`src/rtl/jtpang_sdram_arb_if.sv`:
```
// Bank/programming requesters and SDRAM core handshake bundle
// seen by the jtpang SDRAM arbiter.
interface jtpang_sdram_arb_if;
  logic [21:0] ba0_addr;
  logic [21:0] ba1_addr;
  logic [21:0] ba2_addr;
  logic [21:0] ba3_addr;
  logic [3:0]  ba_rd;
  logic [3:0]  ba_ack;
  logic [3:0]  ba_dst;
  logic [3:0]  ba_dok;
  logic [3:0]  ba_rdy;
  logic [21:0] prog_addr;
  logic [1:0]  prog_ba;
  logic [15:0] prog_data;
  logic [1:0]  prog_mask;
  logic        prog_we;
  logic        prog_rd;
  logic        prog_ack;
  logic        prog_rdy;
  logic        core_req;
  logic        core_rfsh;
  logic        core_wr;
  logic [1:0]  core_ba;
  logic [21:0] core_addr;
  logic [15:0] core_din;
  logic [1:0]  core_mask;
  logic        core_ack;
  logic        core_dst;
  logic        core_dok;
  logic        core_rdy;

  modport slave (
    input  ba0_addr, ba1_addr, ba2_addr, ba3_addr, ba_rd,
    input  prog_addr, prog_ba, prog_data, prog_mask,
    input  prog_we, prog_rd,
    input  core_ack, core_dst, core_dok, core_rdy,
    output ba_ack, ba_dst, ba_dok, ba_rdy,
    output prog_ack, prog_rdy,
    output core_req, core_rfsh, core_wr, core_ba,
    output core_addr, core_din, core_mask
  );

  modport master (
    output ba0_addr, ba1_addr, ba2_addr, ba3_addr, ba_rd,
    output prog_addr, prog_ba, prog_data, prog_mask,
    output prog_we, prog_rd,
    output core_ack, core_dst, core_dok, core_rdy,
    input  ba_ack, ba_dst, ba_dok, ba_rdy,
    input  prog_ack, prog_rdy,
    input  core_req, core_rfsh, core_wr, core_ba,
    input  core_addr, core_din, core_mask
  );
endinterface

```
`src/rtl/jtpang_sdram_arb.sv`:
```
// Round-robin ROM bank arbiter with download priority and
// refresh scheduling in front of a single-access SDRAM core.
module jtpang_sdram_arb #(
  parameter int RFSH_MAX = 64,
  parameter int RFSH_OPP = 32
) (
  input  logic clk,
  input  logic rst_n,
  input  logic LVBL,
  input  logic downloading,
  jtpang_sdram_arb_if.slave bus
);

  typedef enum logic [1:0] {
    IDLE,
    GRANT,
    BUSY
  } state_t;

  typedef enum logic [2:0] {
    G_B0,
    G_B1,
    G_B2,
    G_B3,
    G_PROG,
    G_RFSH
  } own_t;

  localparam logic [7:0] MAX8 = 8'(RFSH_MAX);
  localparam logic [7:0] OPP8 = 8'(RFSH_OPP);

  state_t      st;
  own_t        own;
  logic [1:0]  last;
  logic [7:0]  rfsh_cnt;

  logic [3:0]  rd_m;
  logic [1:0]  bank_sel;
  logic [21:0] bank_addr;
  logic        bank_req;
  logic        prog_req;
  logic        rfsh_urg;
  logic        rfsh_opp;
  logic        go_urg;
  logic        go_prog;
  logic        go_bank;
  logic        go_opp;
  logic        ack_ev;
  logic        rdy_ev;
  logic        in_busy;
  logic        own_bank;
  logic        rfsh_clr;
  logic [3:0]  bank_oh;

  assign rd_m     = downloading ? 4'd0 : bus.ba_rd;
  assign bank_req = |rd_m;
  assign prog_req = downloading & (bus.prog_we | bus.prog_rd);
  assign rfsh_urg = rfsh_cnt >= MAX8;
  assign rfsh_opp = rfsh_cnt >= OPP8;

  // one-hot selection so the IDLE decoder needs no priority
  assign go_urg  = rfsh_urg;
  assign go_prog = !rfsh_urg && prog_req;
  assign go_bank = !rfsh_urg && !prog_req && bank_req;
  assign go_opp  = !rfsh_urg && !prog_req && !bank_req
                   && !LVBL && rfsh_opp;

  // scan last+1 .. last+4; the nearest requester wins
  always_comb begin
    bank_sel = last + 2'd1;
    for (int k = 4; k >= 1; k--) begin
      if (rd_m[last + 2'(k)]) bank_sel = last + 2'(k);
    end
  end

  always_comb begin
    bank_addr = bus.ba0_addr;
    unique case (bank_sel)
      2'd0: bank_addr = bus.ba0_addr;
      2'd1: bank_addr = bus.ba1_addr;
      2'd2: bank_addr = bus.ba2_addr;
      2'd3: bank_addr = bus.ba3_addr;
    endcase
  end

  assign in_busy  = st == BUSY;
  assign ack_ev   = st == GRANT && bus.core_ack;
  assign rdy_ev   = bus.core_rdy && (in_busy || ack_ev);
  assign own_bank = !own[2];
  assign bank_oh  = own_bank ? 4'b0001 << own[1:0] : 4'd0;
  assign rfsh_clr = ack_ev && own == G_RFSH;

  assign bus.ba_ack   = ack_ev ? bank_oh : 4'd0;
  assign bus.ba_dst   = in_busy && bus.core_dst ? bank_oh : 4'd0;
  assign bus.ba_dok   = in_busy && bus.core_dok ? bank_oh : 4'd0;
  assign bus.ba_rdy   = rdy_ev ? bank_oh : 4'd0;
  assign bus.prog_ack = ack_ev && own == G_PROG;
  assign bus.prog_rdy = rdy_ev && own == G_PROG;

  always_ff @(posedge clk or negedge rst_n) begin
    if (!rst_n) begin
      st             <= IDLE;
      own            <= G_B0;
      last           <= 2'd3;
      rfsh_cnt       <= 8'd0;
      bus.core_req   <= 1'b0;
      bus.core_rfsh  <= 1'b0;
      bus.core_wr    <= 1'b0;
      bus.core_ba    <= 2'd0;
      bus.core_addr  <= 22'd0;
      bus.core_din   <= 16'd0;
      bus.core_mask  <= 2'd0;
    end else begin
      if (rfsh_clr) rfsh_cnt <= 8'd0;
      else if (rfsh_cnt != 8'hff) rfsh_cnt <= rfsh_cnt + 8'd1;
      unique case (st)
        IDLE: begin
          unique case (1'b1)
            go_urg, go_opp: begin
              own           <= G_RFSH;
              st            <= GRANT;
              bus.core_req  <= 1'b1;
              bus.core_rfsh <= 1'b1;
              bus.core_wr   <= 1'b0;
              bus.core_ba   <= 2'd0;
              bus.core_addr <= 22'd0;
              bus.core_din  <= 16'd0;
              bus.core_mask <= 2'd0;
            end
            go_prog: begin
              own           <= G_PROG;
              st            <= GRANT;
              bus.core_req  <= 1'b1;
              bus.core_rfsh <= 1'b0;
              bus.core_wr   <= bus.prog_we;
              bus.core_ba   <= bus.prog_ba;
              bus.core_addr <= bus.prog_addr;
              bus.core_din  <= bus.prog_data;
              bus.core_mask <= bus.prog_mask;
            end
            go_bank: begin
              own           <= own_t'({1'b0, bank_sel});
              st            <= GRANT;
              bus.core_req  <= 1'b1;
              bus.core_rfsh <= 1'b0;
              bus.core_wr   <= 1'b0;
              bus.core_ba   <= bank_sel;
              bus.core_addr <= bank_addr;
              bus.core_din  <= 16'd0;
              bus.core_mask <= 2'd0;
            end
            default: ;
          endcase
        end
        GRANT: begin
          if (bus.core_ack) begin
            bus.core_req  <= 1'b0;
            bus.core_rfsh <= 1'b0;
            if (bus.core_rdy) begin
              st <= IDLE;
              if (own_bank) last <= own[1:0];
            end else begin
              st <= BUSY;
            end
          end
        end
        BUSY: begin
          if (bus.core_rdy) begin
            st <= IDLE;
            if (own_bank) last <= own[1:0];
          end
        end
        default: st <= IDLE;
      endcase
    end
  end

endmodule

```
`src/flat_wrapper.sv`:
```
// flat-port wrapper written by rule: the top's interface ports become plain ports
module jtpang_sdram_arb_flat 
#(
  parameter int RFSH_MAX = 64,
  parameter int RFSH_OPP = 32
)
  (clk, rst_n, LVBL, downloading, bus_ba0_addr, bus_ba1_addr, bus_ba2_addr, bus_ba3_addr, bus_ba_rd, bus_prog_addr, bus_prog_ba, bus_prog_data, bus_prog_mask, bus_prog_we, bus_prog_rd, bus_core_ack, bus_core_dst, bus_core_dok, bus_core_rdy, bus_ba_ack, bus_ba_dst, bus_ba_dok, bus_ba_rdy, bus_prog_ack, bus_prog_rdy, bus_core_req, bus_core_rfsh, bus_core_wr, bus_core_ba, bus_core_addr, bus_core_din, bus_core_mask);
  jtpang_sdram_arb_if bus_i ();
  input  logic clk;
  input  logic rst_n;
  input  logic LVBL;
  input  logic downloading;
  input wire logic [$bits(bus_i.ba0_addr)-1:0] bus_ba0_addr;
  input wire logic [$bits(bus_i.ba1_addr)-1:0] bus_ba1_addr;
  input wire logic [$bits(bus_i.ba2_addr)-1:0] bus_ba2_addr;
  input wire logic [$bits(bus_i.ba3_addr)-1:0] bus_ba3_addr;
  input wire logic [$bits(bus_i.ba_rd)-1:0] bus_ba_rd;
  input wire logic [$bits(bus_i.prog_addr)-1:0] bus_prog_addr;
  input wire logic [$bits(bus_i.prog_ba)-1:0] bus_prog_ba;
  input wire logic [$bits(bus_i.prog_data)-1:0] bus_prog_data;
  input wire logic [$bits(bus_i.prog_mask)-1:0] bus_prog_mask;
  input wire logic [$bits(bus_i.prog_we)-1:0] bus_prog_we;
  input wire logic [$bits(bus_i.prog_rd)-1:0] bus_prog_rd;
  input wire logic [$bits(bus_i.core_ack)-1:0] bus_core_ack;
  input wire logic [$bits(bus_i.core_dst)-1:0] bus_core_dst;
  input wire logic [$bits(bus_i.core_dok)-1:0] bus_core_dok;
  input wire logic [$bits(bus_i.core_rdy)-1:0] bus_core_rdy;
  output wire logic [$bits(bus_i.ba_ack)-1:0] bus_ba_ack;
  output wire logic [$bits(bus_i.ba_dst)-1:0] bus_ba_dst;
  output wire logic [$bits(bus_i.ba_dok)-1:0] bus_ba_dok;
  output wire logic [$bits(bus_i.ba_rdy)-1:0] bus_ba_rdy;
  output wire logic [$bits(bus_i.prog_ack)-1:0] bus_prog_ack;
  output wire logic [$bits(bus_i.prog_rdy)-1:0] bus_prog_rdy;
  output wire logic [$bits(bus_i.core_req)-1:0] bus_core_req;
  output wire logic [$bits(bus_i.core_rfsh)-1:0] bus_core_rfsh;
  output wire logic [$bits(bus_i.core_wr)-1:0] bus_core_wr;
  output wire logic [$bits(bus_i.core_ba)-1:0] bus_core_ba;
  output wire logic [$bits(bus_i.core_addr)-1:0] bus_core_addr;
  output wire logic [$bits(bus_i.core_din)-1:0] bus_core_din;
  output wire logic [$bits(bus_i.core_mask)-1:0] bus_core_mask;
  assign bus_i.ba0_addr = bus_ba0_addr;
  assign bus_i.ba1_addr = bus_ba1_addr;
  assign bus_i.ba2_addr = bus_ba2_addr;
  assign bus_i.ba3_addr = bus_ba3_addr;
  assign bus_i.ba_rd = bus_ba_rd;
  assign bus_i.prog_addr = bus_prog_addr;
  assign bus_i.prog_ba = bus_prog_ba;
  assign bus_i.prog_data = bus_prog_data;
  assign bus_i.prog_mask = bus_prog_mask;
  assign bus_i.prog_we = bus_prog_we;
  assign bus_i.prog_rd = bus_prog_rd;
  assign bus_i.core_ack = bus_core_ack;
  assign bus_i.core_dst = bus_core_dst;
  assign bus_i.core_dok = bus_core_dok;
  assign bus_i.core_rdy = bus_core_rdy;
  assign bus_ba_ack = bus_i.ba_ack;
  assign bus_ba_dst = bus_i.ba_dst;
  assign bus_ba_dok = bus_i.ba_dok;
  assign bus_ba_rdy = bus_i.ba_rdy;
  assign bus_prog_ack = bus_i.prog_ack;
  assign bus_prog_rdy = bus_i.prog_rdy;
  assign bus_core_req = bus_i.core_req;
  assign bus_core_rfsh = bus_i.core_rfsh;
  assign bus_core_wr = bus_i.core_wr;
  assign bus_core_ba = bus_i.core_ba;
  assign bus_core_addr = bus_i.core_addr;
  assign bus_core_din = bus_i.core_din;
  assign bus_core_mask = bus_i.core_mask;
  jtpang_sdram_arb #(.RFSH_MAX(RFSH_MAX), .RFSH_OPP(RFSH_OPP)) u_core (.clk(clk), .rst_n(rst_n), .LVBL(LVBL), .downloading(downloading), .bus(bus_i));
endmodule
```
`config.mk`:
```
export PLATFORM = sky130hd
export DESIGN_NAME = jtpang_sdram_arb_flat
export DESIGN_NICKNAME = d
export VERILOG_FILES = /design/src/rtl/jtpang_sdram_arb_if.sv /design/src/rtl/jtpang_sdram_arb.sv /design/src/flat_wrapper.sv
export SDC_FILE = /design/constraint.sdc
export NUM_CORES = 1
export LEC_CHECK = 0
export CORE_UTILIZATION = 35
export CTS_BUF_LIST = sky130_fd_sc_hd__clkbuf_16
export DETAILED_ROUTE_END_ITERATION = 7
export GPL_TIMING_DRIVEN = 0
export PLACE_DENSITY_LB_ADDON = 0.3
export SLEW_MARGIN = 20
export SYNTH_ARGS = -nofsm -noshare
export SYNTH_HDL_FRONTEND = slang
export SYNTH_SLANG_ARGS = --single-unit
```
`constraint.sdc`:
```
create_clock -name clk -period 3.2 [get_ports clk]
set_clock_uncertainty 0.15 [all_clocks]
set_input_delay 0.48 -clock clk [delete_from_list [all_inputs] [get_ports clk]]
set_output_delay 0.48 -clock clk [all_outputs]
set_load 0.05 [all_outputs]
```
After elaboration in Yosys (flattened, before gate mapping)
Cells that the tools add are included.

Input port bits: 144. Register bits: 60. Output and inout bits: 63.

Add/subtract/negate cells: 4. Shift operators: 1. Eq/ne operators: 12. Bitwise logic cells: 2. Magnitude comparators: 6. Mux-type cells: 41. Reductions and logical operators: 36.

Operators by type and width (number): $pmux W22 S4 (1); $pmux W22 S3 (1); $pmux W16 S2 (1); $mux W4 (6); $mux W2 (11); $mux W8 (2); $logic_and A1 B1 Y1 (13); $lt A2 B3 Y1 const B (4); $pmux W2 S3 (2); $pmux W3 S3 (1); $reduce_and A3 Y1 (3); $add A8 B1 Y8 const B (1); $bmux W1 S2 (4); $ge A8 B6 Y1 const B (1); $ge A8 B7 Y1 const B (1); $ne A8 B8 Y1 const B (1); $pmux W1 S2 (4); $pmux W2 S2 (2); $reduce_bool A2 Y1 (4); $reduce_or A4 Y1 (2); $eq A2 B2 Y1 const B (3); $eq A3 B3 Y1 const B (2); $mux W1 (6); $ne A2 B2 Y1 const B (3); 14 further kinds (23).

Longest topological paths before layout
Gate-level depths: netlist of run 1.

Depth in word-level cells: 10. Depth in mapped cells: 8. Gate-level depth less buffers: 6.

Least setup slack after synthesis of run 1
No wires, ideal clock.

Path kind: flip-flop to output port. From: reg u_core.st[1]. To: out bus_ba_rdy[0]. Stages on the path, launching flop included: 6. Arrival time: 2.388 ns. Buffers on the path: 0. Path slack: 0.182 ns. Cell sequence: dfrtp_1 inv_1 ha_1 a21o_1 nand2_1 nor4_1.

Longest elaborated chain between the ends: 5. Elaborated cells between the ends (all ways): 6.

Ends and longest elaborated chain: start: declaration (line jtpang_sdram_arb.sv:32) `state_t st;`; start signal: assignment (line jtpang_sdram_arb.sv:102) `st <= IDLE;`; start signal: assignment (line jtpang_sdram_arb.sv:121) `st <= GRANT;`; start signal: assignment (line jtpang_sdram_arb.sv:132) `st <= GRANT;`; $eq A2 B1 Y1 (line jtpang_sdram_arb.sv:87) `assign ack_ev = st == GRANT && bus.core_ack;`; $logic_and A1 B1 Y1 (line jtpang_sdram_arb.sv:87); $logic_or A1 B1 Y1 * (line jtpang_sdram_arb.sv:88) `assign rdy_ev = bus.core_rdy && (in_busy || ack_ev);`; $logic_and A1 B1 Y1 * (line jtpang_sdram_arb.sv:88); $mux W4 * (line jtpang_sdram_arb.sv:96) `assign bus.ba_rdy = rdy_ev ? bank_oh : 4'd0;`; end: declaration (line flat_wrapper.sv:31) `output wire logic [$bits(bus_i.ba_rdy)-1:0] bus_ba_rdy;`.

Mark *: on every way between the ends. The rest lies on a longest branch, timed or not.

Final worst setup path of run 1
Same ends and word-level chain as after synthesis.

==> summary.md, run 1 <==
| Metric | Value |
|---|---|
| Io pins | 207 |
| All-layer global routing usage | 22.5% |
| RSZ-0062 raised after global routing | no |
| Max cap viols | 0 |
| Status | finished clean |
| Post-Syn Instances | 333 |
| Ys async rst share | 100% |
| Area of the multi-input gates | 1920 um^2 |
| DR iter-0 viols | 104 |
| Synth warn | 0 |
| Largest net degree at the start of global routing | 37 |
| WP data required | 2570 ps |
| Reg area | 1500 um^2 |
| Net Sw Frac | 46.9% |
| Starting Density | 36.4% |
| Worst-path maximum fanout | 8 |
| Leakage | 2.53 nW |
| CP startpoint kind | flip-flop |
| Detailed Routing Iterations Pass 1 | 4 |
| Post-synth net total | 482 |
| Worst skew pair latency | 320 ps |
| Cell Pwr Density | 994 nW/um^2 |
| Die span in x | 103 um |
| Dpl cell area | 5810 um^2 |
| Die footprint | 10,600 um^2 |
| Min-delay worst type | reg -> reg |
| Syn avg cell area | 10.7 um^2 |
| Hpwl dp | 9620 um |
| IO buf count | 205 |
| Comb pwr share | 60.7% |
| Number of synthesized flops with an enable pin | 0 |
| Peak VDD IR | 0.629 mV |
| Main synth FF type | dfrtp_1 |
| Final Wtd Congestion | 0.866 |
| Post-route cell area | 6130 um^2 |
| Antenna cells | 0 |
| Final Util | 62.5% |
| Final ANT Viol Nets | 0 |
| Hold WS | 351 ps |
| Layout cell share with drive strength beyond 1 | 9.71% |
| Fillers | 856 |
| Kind of critical path | reg -> out |
| Library cells used by synthesis | 46 |
| TritonCTS sink count | 60 |
| Slew Viols, Final | 0 |
| Chip Height | 103 um |
| Post-synthesis compound-gate area fraction | 24.2% |
| Slew HR | 35.8% |
| Critical Path Slowest Stage Cell | clkdlybuf4s50_1 |
| Worst-Margin Slew | 954 ps |
| Largest family of logic cells by synthesized area | compound AO/OA/AOI/OAI gates |
| Delay-heaviest family, CP | buffers and inverters |
| DR WL/cell | 18.1 um |
| Grt ovf | 0 |
| Synth Area in XOR/XNOR | 0.981% |
| CP Buf/Inv Count | 2 |
| Placed Instances | 672 |
| First-pass GRT wire length | 17,900 um |
| Initial antenna violation count | 0 |
| CP cell instances | inv_1, ha_1, a21o_1, nand2_1, nor4_1, clkdlybuf4s50_1 |
| Max frequency | 322 MHz |
| Seq pwr share | 22.6% |
| Vias per cell | 5.27 |
| Final hold violation count | 0 |
| Seq/Total Area, Yosys | 42.1% |
| Critical Path AT | 2470 ps |
| Period minus WS final | 3100 ps |
| Adder and majority cell fraction of the synthesized area | 1.75% |
| Area of the core | 9820 um^2 |
| # nets final | 700 |
| CTS tree | done |
| Switching power | 2.86 mW |
| Final WS setup | 99.0 ps |
| Clock share of power | 16.6% |
| Clock buffer depth | 2 |
| Post-synth top area share | 40.6% |
| Place WS | 18.5 ps |
| Power Internal | 3.24 mW |
| DRC Markers | 0 |
| Post-Synth Simple-Gate Area | 13.0% |
| Site row count | 36 |
| Top cells by area, synth | dfrtp_1 41%, mux2i_1 13%, o221ai_2 8.4%, a22oi_1 5.0%, a22o_1 4.9% |
| Via Count | 3,629 |
| Most frequent cells in the layout | 204 x clkdlybuf4s50_1, 58 x dfrtp_1, 45 x mux2i_1 |
| Vias in the first global route | 3,561 |
| Setup violators final | 0 |
| Mux share of post-synthesis cell area | 13.9% |
| H-tree Lvls | 3 |
| Synthesized cell area | 3570 um^2 |
| Yosys top cell by area | dfrtp_1 |
| CTS Buf Count | 9 |
| Non-filler cells, final | 689 |
| P&R area growth vs syn | 71.7% |
| #FFs+latches synth | 60 |
| Tcrit/Tclk final | 96.9% |
| Most common cell after layout, fill and taps aside | clkdlybuf4s50_1 |
| Final WL | 12,400 um |
| Max incr delay on CP | 860 ps |
| CTS clk-pin slew, worst paths | 60 ps |
| CP endpoint kind | output pin |
| Clk root buf | clkbuf_16 |
Yosys cell counts, drive strengths merged, types with 2 or more instances:
master and instances:
dfrtp 58, mux2i 45, nor2 28, a22oi 24, o221ai 23, a22o 20
nand2 16, clkbuf 14, buf 9, o21ai 9, a21oi 8, nor3 8
inv 7, nor4 7, nand2b 6, ha 5, and3 4, nand3b 4
nand4 4, or2 3, xor2 3, a21o 2, and2 2, dfstp 2
mux2 2, nand3 2, nand4b 2
per-layer routing:
layer	track usage, %	routed length, um	part of all wire, %	vias to the layer above
li1	-	-	-	1727
met1	27.5	5090	41	1754
met2	39.0	6440	52	133
met3	4.41	716	5.8	15
met4	9.21	197	1.6	0
met5	0	0	0	-
registers in the layout, indices dropped and copies added (netlist names), 2 cells and up:
| name | flops |
|---|---|
| u_core.rfsh_cnt | 8 |
| u_core.bus.core_mask | 2 |
| u_core.bus.core_addr | 22 |
| u_core.last | 2 |
| u_core.own | 3 |
| u_core.bus.core_din | 16 |
| u_core.bus.core_ba | 2 |
| u_core.st | 2 |
worst paths after layout:
| check | from | endpoint | slack (ps) | cells past startpoint |
|---|---|---|---|---|
| max in group asynchronous | rst_n | u_core.bus.core_addr[2] | 1930 | 3 |
| setup reg to reg | u_core.last[0] | u_core.bus.core_addr[2] | 430 | 8 |
| min in group asynchronous | rst_n | u_core.bus.core_din[14] | 460 | 2 |
| setup / recovery | u_core.st[1] | bus_ba_rdy[0] | 100 | 6 |
| hold / removal | u_core.bus.core_din[14] | u_core.bus.core_din[14] | 350 | 1 |
| hold reg to reg | u_core.bus.core_din[14] | u_core.bus.core_din[14] | 350 | 1 |
cell type report:
| type | count | area share, % |
|---|---|---|
| timing repair buffer | 207 | 33.9 |
| multi-input combinational | 243 | 31.3 |
| sequential | 60 | 24.5 |
| inverter | 7 | 0.428 |
| clock buffer | 9 | 3.67 |
| buffer | 23 | 2.00 |
| tap | 133 | 2.71 |
| clock inverter | 7 | 1.49 |
worst reg2reg max path: cells and delay by family, from the launching register on:
family,cells,cell delay (ps)
AO/OA/AOI/OAI,3,360
XOR/XNOR,1,190
buffers and inverters,3,1060
flip-flops,1,540
multiplexers,1,320
power groups by stage:
stage / clock network [mW] / registers (mW) / logic (mW)
finish: 1.02 / 1.38 / 3.70
global route: 1.07 / 1.43 / 3.92
CTS: 1.04 / 1.38 / 3.72
detailed placement: 0 / 1.37 / 3.71
global placement: 0 / 1.37 / 3.64
floorplan: 0 / 2.25 / 1.62
per-stage QoR:
step / TNS [ps] / total power [mW]
2_1_floorplan: 0 / 3.87
3_3_place_gp: -25260 / 5.01
3_5_place_dp: 0 / 5.08
4_1_cts: 0 / 6.14
5_1_grt: 0 / 6.42
6_report: 0 / 6.10
repair_timing:
action,CTS,global route
hold buffers,1,0
buffers inserted,0,0
resized for setup,0,0
endpoints found under the hold margin,22,0
cell families after synthesis:
| kind of cell | after synthesis |
|---|---|
| compound gates | 96 |
| simple gates | 90 |
| flops | 60 |
| mux | 48 |
| buf+inv | 30 |
| fa+ha+maj | 5 |
| xor+xnor | 4 |
(Power assumes the default switching activity.)
==> run 2: changes to the inputs <==
Settings changed: ABC_AREA set to 1.
Clock period 3.2 ns to 3.6 ns, I/O delays scaled along.
==> run 2 against run 1 <==
Setup slack improved by 310 ps. Critical path type unchanged. Wire length rose by 14%. Count of clock-buffer cells in the layout is the same. Global-route usage up 1.6 points. Combinational power rose by 31%. Non-clock buffer count is 8 higher. Largest power group unchanged. Sequential cell count did not move. Synthesized area rose by 9.7%. Via count grew 31%.
==> summary.md, run 2 <==
| Metric | Value |
|---|---|
| DR WL/cell | 15.0 um (-17%) |
| Most common cell after layout, fill and taps aside | clkdlybuf4s50_1 |
| Die span in x | 108 um (+4.6%) |
| Number of synthesized flops with an enable pin | 0 (unchanged) |
| Post-synth top cells | 147 x nand2_1, 79 x nand3_1, 66 x inv_1 |
| Most numerous cell in the Yosys netlist | nand2_1 |
| CTS tree | done |
| Site row count | 38 (+5.6%) |
| Clock buffer depth | 2 (unchanged) |
| Synthesized cell area | 3920 um^2 (+9.7%) |
| All-layer global routing usage | 24.1% (+1.6 points) |
| Grt ovf | 0 (unchanged) |
| Tcrit/Tclk final | 88.7% |
| Most frequent cells in the layout | 205 x clkdlybuf4s50_1, 147 x nand2_1, 79 x nand3_1 |
| Critical Path AT | 2500 ps (+30 ps) |
| Io pins | 207 (unchanged) |
| Global Route met3 Usage | 4.78% (+0.38 points) |
| Min-delay worst type | reg -> reg |
| Final hold violation count | 0 (unchanged) |
| Synth warn | 0 (unchanged) |
| Worst r2r path cells | 10 (+2) |
| Layout cell share with drive strength beyond 1 | 7.33% (-2.4 points) |
| Final ANT Viol Nets | 0 (unchanged) |
| Post-Syn Instances | 581 (+74%) |
| Cell Pwr Density | 1060 nW/um^2 (+6.5%) |
| # resized after CTS | 0 (unchanged) |
| Top cells by area, synth | dfrtp_1 37%, nand2_1 14%, nand3_1 10%, o21ai_0 6.8%, inv_1 6.3% |
| Post CTS Setup Buffer Count | 0 (unchanged) |
| CP startpoint kind | flip-flop |
| Placed Instances | 928 (+38%) |
| Final WS setup | 406 ps (+307 ps) |
| Die footprint | 11,600 um^2 (+9.5%) |
| R2R Setup Slk | 1030 ps (+600 ps) |
| Met1 usage in global routing | 27.7% (+0.24 points) |
| First-pass GRT wire length | 21,700 um (+22%) |
| Dpl cell area | 6170 um^2 (+6.3%) |
| Ys async rst share | 100% (unchanged) |
| M2 GR Usage | 43.7% (+4.7 points) |
| Setup violators final | 0 (unchanged) |
| Period minus WS final | 3190 ps |
| Reg with most FFs | u_core.bus.core_addr |
| Hpwl dp | 11,300 um (+18%) |
| Seq/Total Area, Yosys | 38.4% (-3.7 points) |
| Max cap viols | 0 (unchanged) |
| Clk root buf | clkbuf_16 |
| H-tree Lvls | 3 (unchanged) |
| Non-filler cells, final | 945 (+37%) |
| Max reg flops | 22 (unchanged) |
| Slew HR | 57.4% (+22 points) |
| P&R area growth vs syn | 65.3% |
| Antenna cells | 0 (unchanged) |
| Kind of critical path | reg -> out |
| Slew Viols, Final | 0 (unchanged) |
| Main synth FF type | dfrtp_1 |
| GRT Max-Usage Layer | met2 |
| Vias per cell | 5.03 (-4.5%) |
| CP endpoint | bus_prog_rdy |
| Worst skew pair latency | 320 ps (about the same) |
| Status | finished clean |
| CTS clk-pin slew, worst paths | 50 ps (about the same) |
| Chip Height | 108 um (+4.6%) |
| Hold WS | 338 ps (-13.1 ps) |
| DRC Markers | 0 (unchanged) |
| Vias in the first global route | 4,676 (+31%) |
| Syn avg cell area | 6.74 um^2 (-37%) |
| TritonCTS sink count | 60 (unchanged) |
| Place WS | 432 ps (+413 ps) |
| DR iter-0 viols | 235 (+130%) |
| Worst-Margin Slew | 637 ps (-317 ps) |
| R2R Path Start | u_core.rfsh_cnt[6] |
| Starting Density | 36.0% (-0.39 points) |
| Post-synth net total | 730 (+51%) |
| #FFs+latches synth | 60 (unchanged) |
| CP endpoint kind | output pin |
| Post-synth top area share | 37.0% (-3.6 points) |
| Leakage | 2.95 nW (+17%) |
| CTS Hold Bufs | 1 (unchanged) |
| # nets final | 949 (+36%) |
| CTS Buf Count | 9 (unchanged) |
| Max incr delay on CP | 720 ps (-140 ps) |
| Hold path cells | 2 (+1) |
| Worst-path maximum fanout | 7 (-1) |
| IO buf count | 206 (+0.49%) |
| Initial antenna violation count | 0 (unchanged) |
| Final WL | 14,200 um (+14%) |
| Post-route cell area | 6480 um^2 (+5.6%) |
| Reg2Reg Capture Point | u_core.bus.core_addr[12] |
| Top flop regs | u_core.bus.core_addr: 22 flops, u_core.bus.core_din: 16 flops, u_core.rfsh_cnt: 8 flops |
| Max frequency | 313 MHz |
| Start point of the critical path | u_core.st[1] |
| Area of the core | 10,900 um^2 (+11%) |
| Detailed Routing Iterations Pass 1 | 5 (+1) |
| WP data required | 2910 ps (+340 ps) |
| TNS Setup | 0 ps (unchanged) |
| Final Wtd Congestion | 0.844 (-2.6%) |
| Largest net degree at the start of global routing | 40 (+8.1%) |
| Top cell by count, worst path | inv_1 |
| CP cell instances | inv_1, ha_1, nand2_1, inv_1, o21ai_0, nor3_1, clkdlybuf4s50_1 |
| Critical Path Slowest Stage Cell | clkdlybuf4s50_1 |
| Yosys top cell by area | dfrtp_1 |
| Peak VDD IR | 0.689 mV (+9.5%) |
| Library cells used by synthesis | 33 (-28%) |
| RSZ-0062 raised after global routing | no |
| Via Count | 4,755 (+31%) |
[run 2: logic make-up (layout without fill, tap and decap cells)]
kind of cell,count (synthesis),count (layout),synth area share (%)
adder cells (fa/ha/maj),5,5,1.60
flip-flops,60,60,38.4
AO/OA/AOI/OAI,122,122,17.0
buffers and inverters,99,323,11.0
AND/OR/NAND/NOR,292,292,31.4
XOR/XNOR,3,3,0.671
[run 2: layer usage]
| layer | share of wire [%] | wire [um] | vias up |
|---|---|---|---|
| met5 | 0 | 0 | - |
| met4 | 2.6 | 364 | 0 |
| met3 | 7.0 | 990 | 25 |
| met2 | 50 | 7110 | 213 |
| met1 | 41 | 5760 | 2193 |
| li1 | - | - | 2324 |
[run 2: power breakdown]
group	switching, mW	leakage [nW]	internal (mW)
sequential	0.181	0.738	1.00
clock	0.307	0.139	0.531
combinational	3.23	2.07	1.60
[run 2: final cells by class]
cell class / count / area, um^2
inverter: 69 / 259
fill: 999 / 4410
tap: 140 / 175
buffer: 30 / 173
clock buffer: 9 / 225
timing repair buffer: 208 / 2090
clock inverter: 7 / 67.6
sequential: 60 / 1500
multi-input combinational: 422 / 1980
[run 2: worst min-delay path by stage]
stage	startpoint	end	slack [ps]
after floorplan	rst_n	u_core.bus.core_addr[0]	90
after global placement	u_core.bus.core_din[9]	u_core.bus.core_din[9]	320
after global routing	u_core.bus.core_mask[1]	u_core.bus.core_mask[1]	350
after CTS	u_core.bus.core_din[13]	u_core.bus.core_din[13]	340
after detailed placement	rst_n	u_core.bus.core_req	310
final	u_core.bus.core_din[2]	u_core.bus.core_din[2]	340
[run 2: through the flow]
step                      power, mW  utilization (%)
after floorplan                4.47                -
after global placement         5.87             56.5
after detailed placement       6.00             56.7
after CTS                      6.86             59.5
after global routing           7.39             59.5
final                          6.86             59.5
[run 2: critical path: cells and delay by family, from the launching register on]
| kind | cells | cell delay [ps] |
|---|---|---|
| AO/OA/AOI/OAI | 1 | 440 |
| adder cells (fa/ha/maj) | 1 | 230 |
| buffers and inverters | 3 | 850 |
| flip-flops | 1 | 370 |
| AND/OR/NAND/NOR | 2 | 290 |
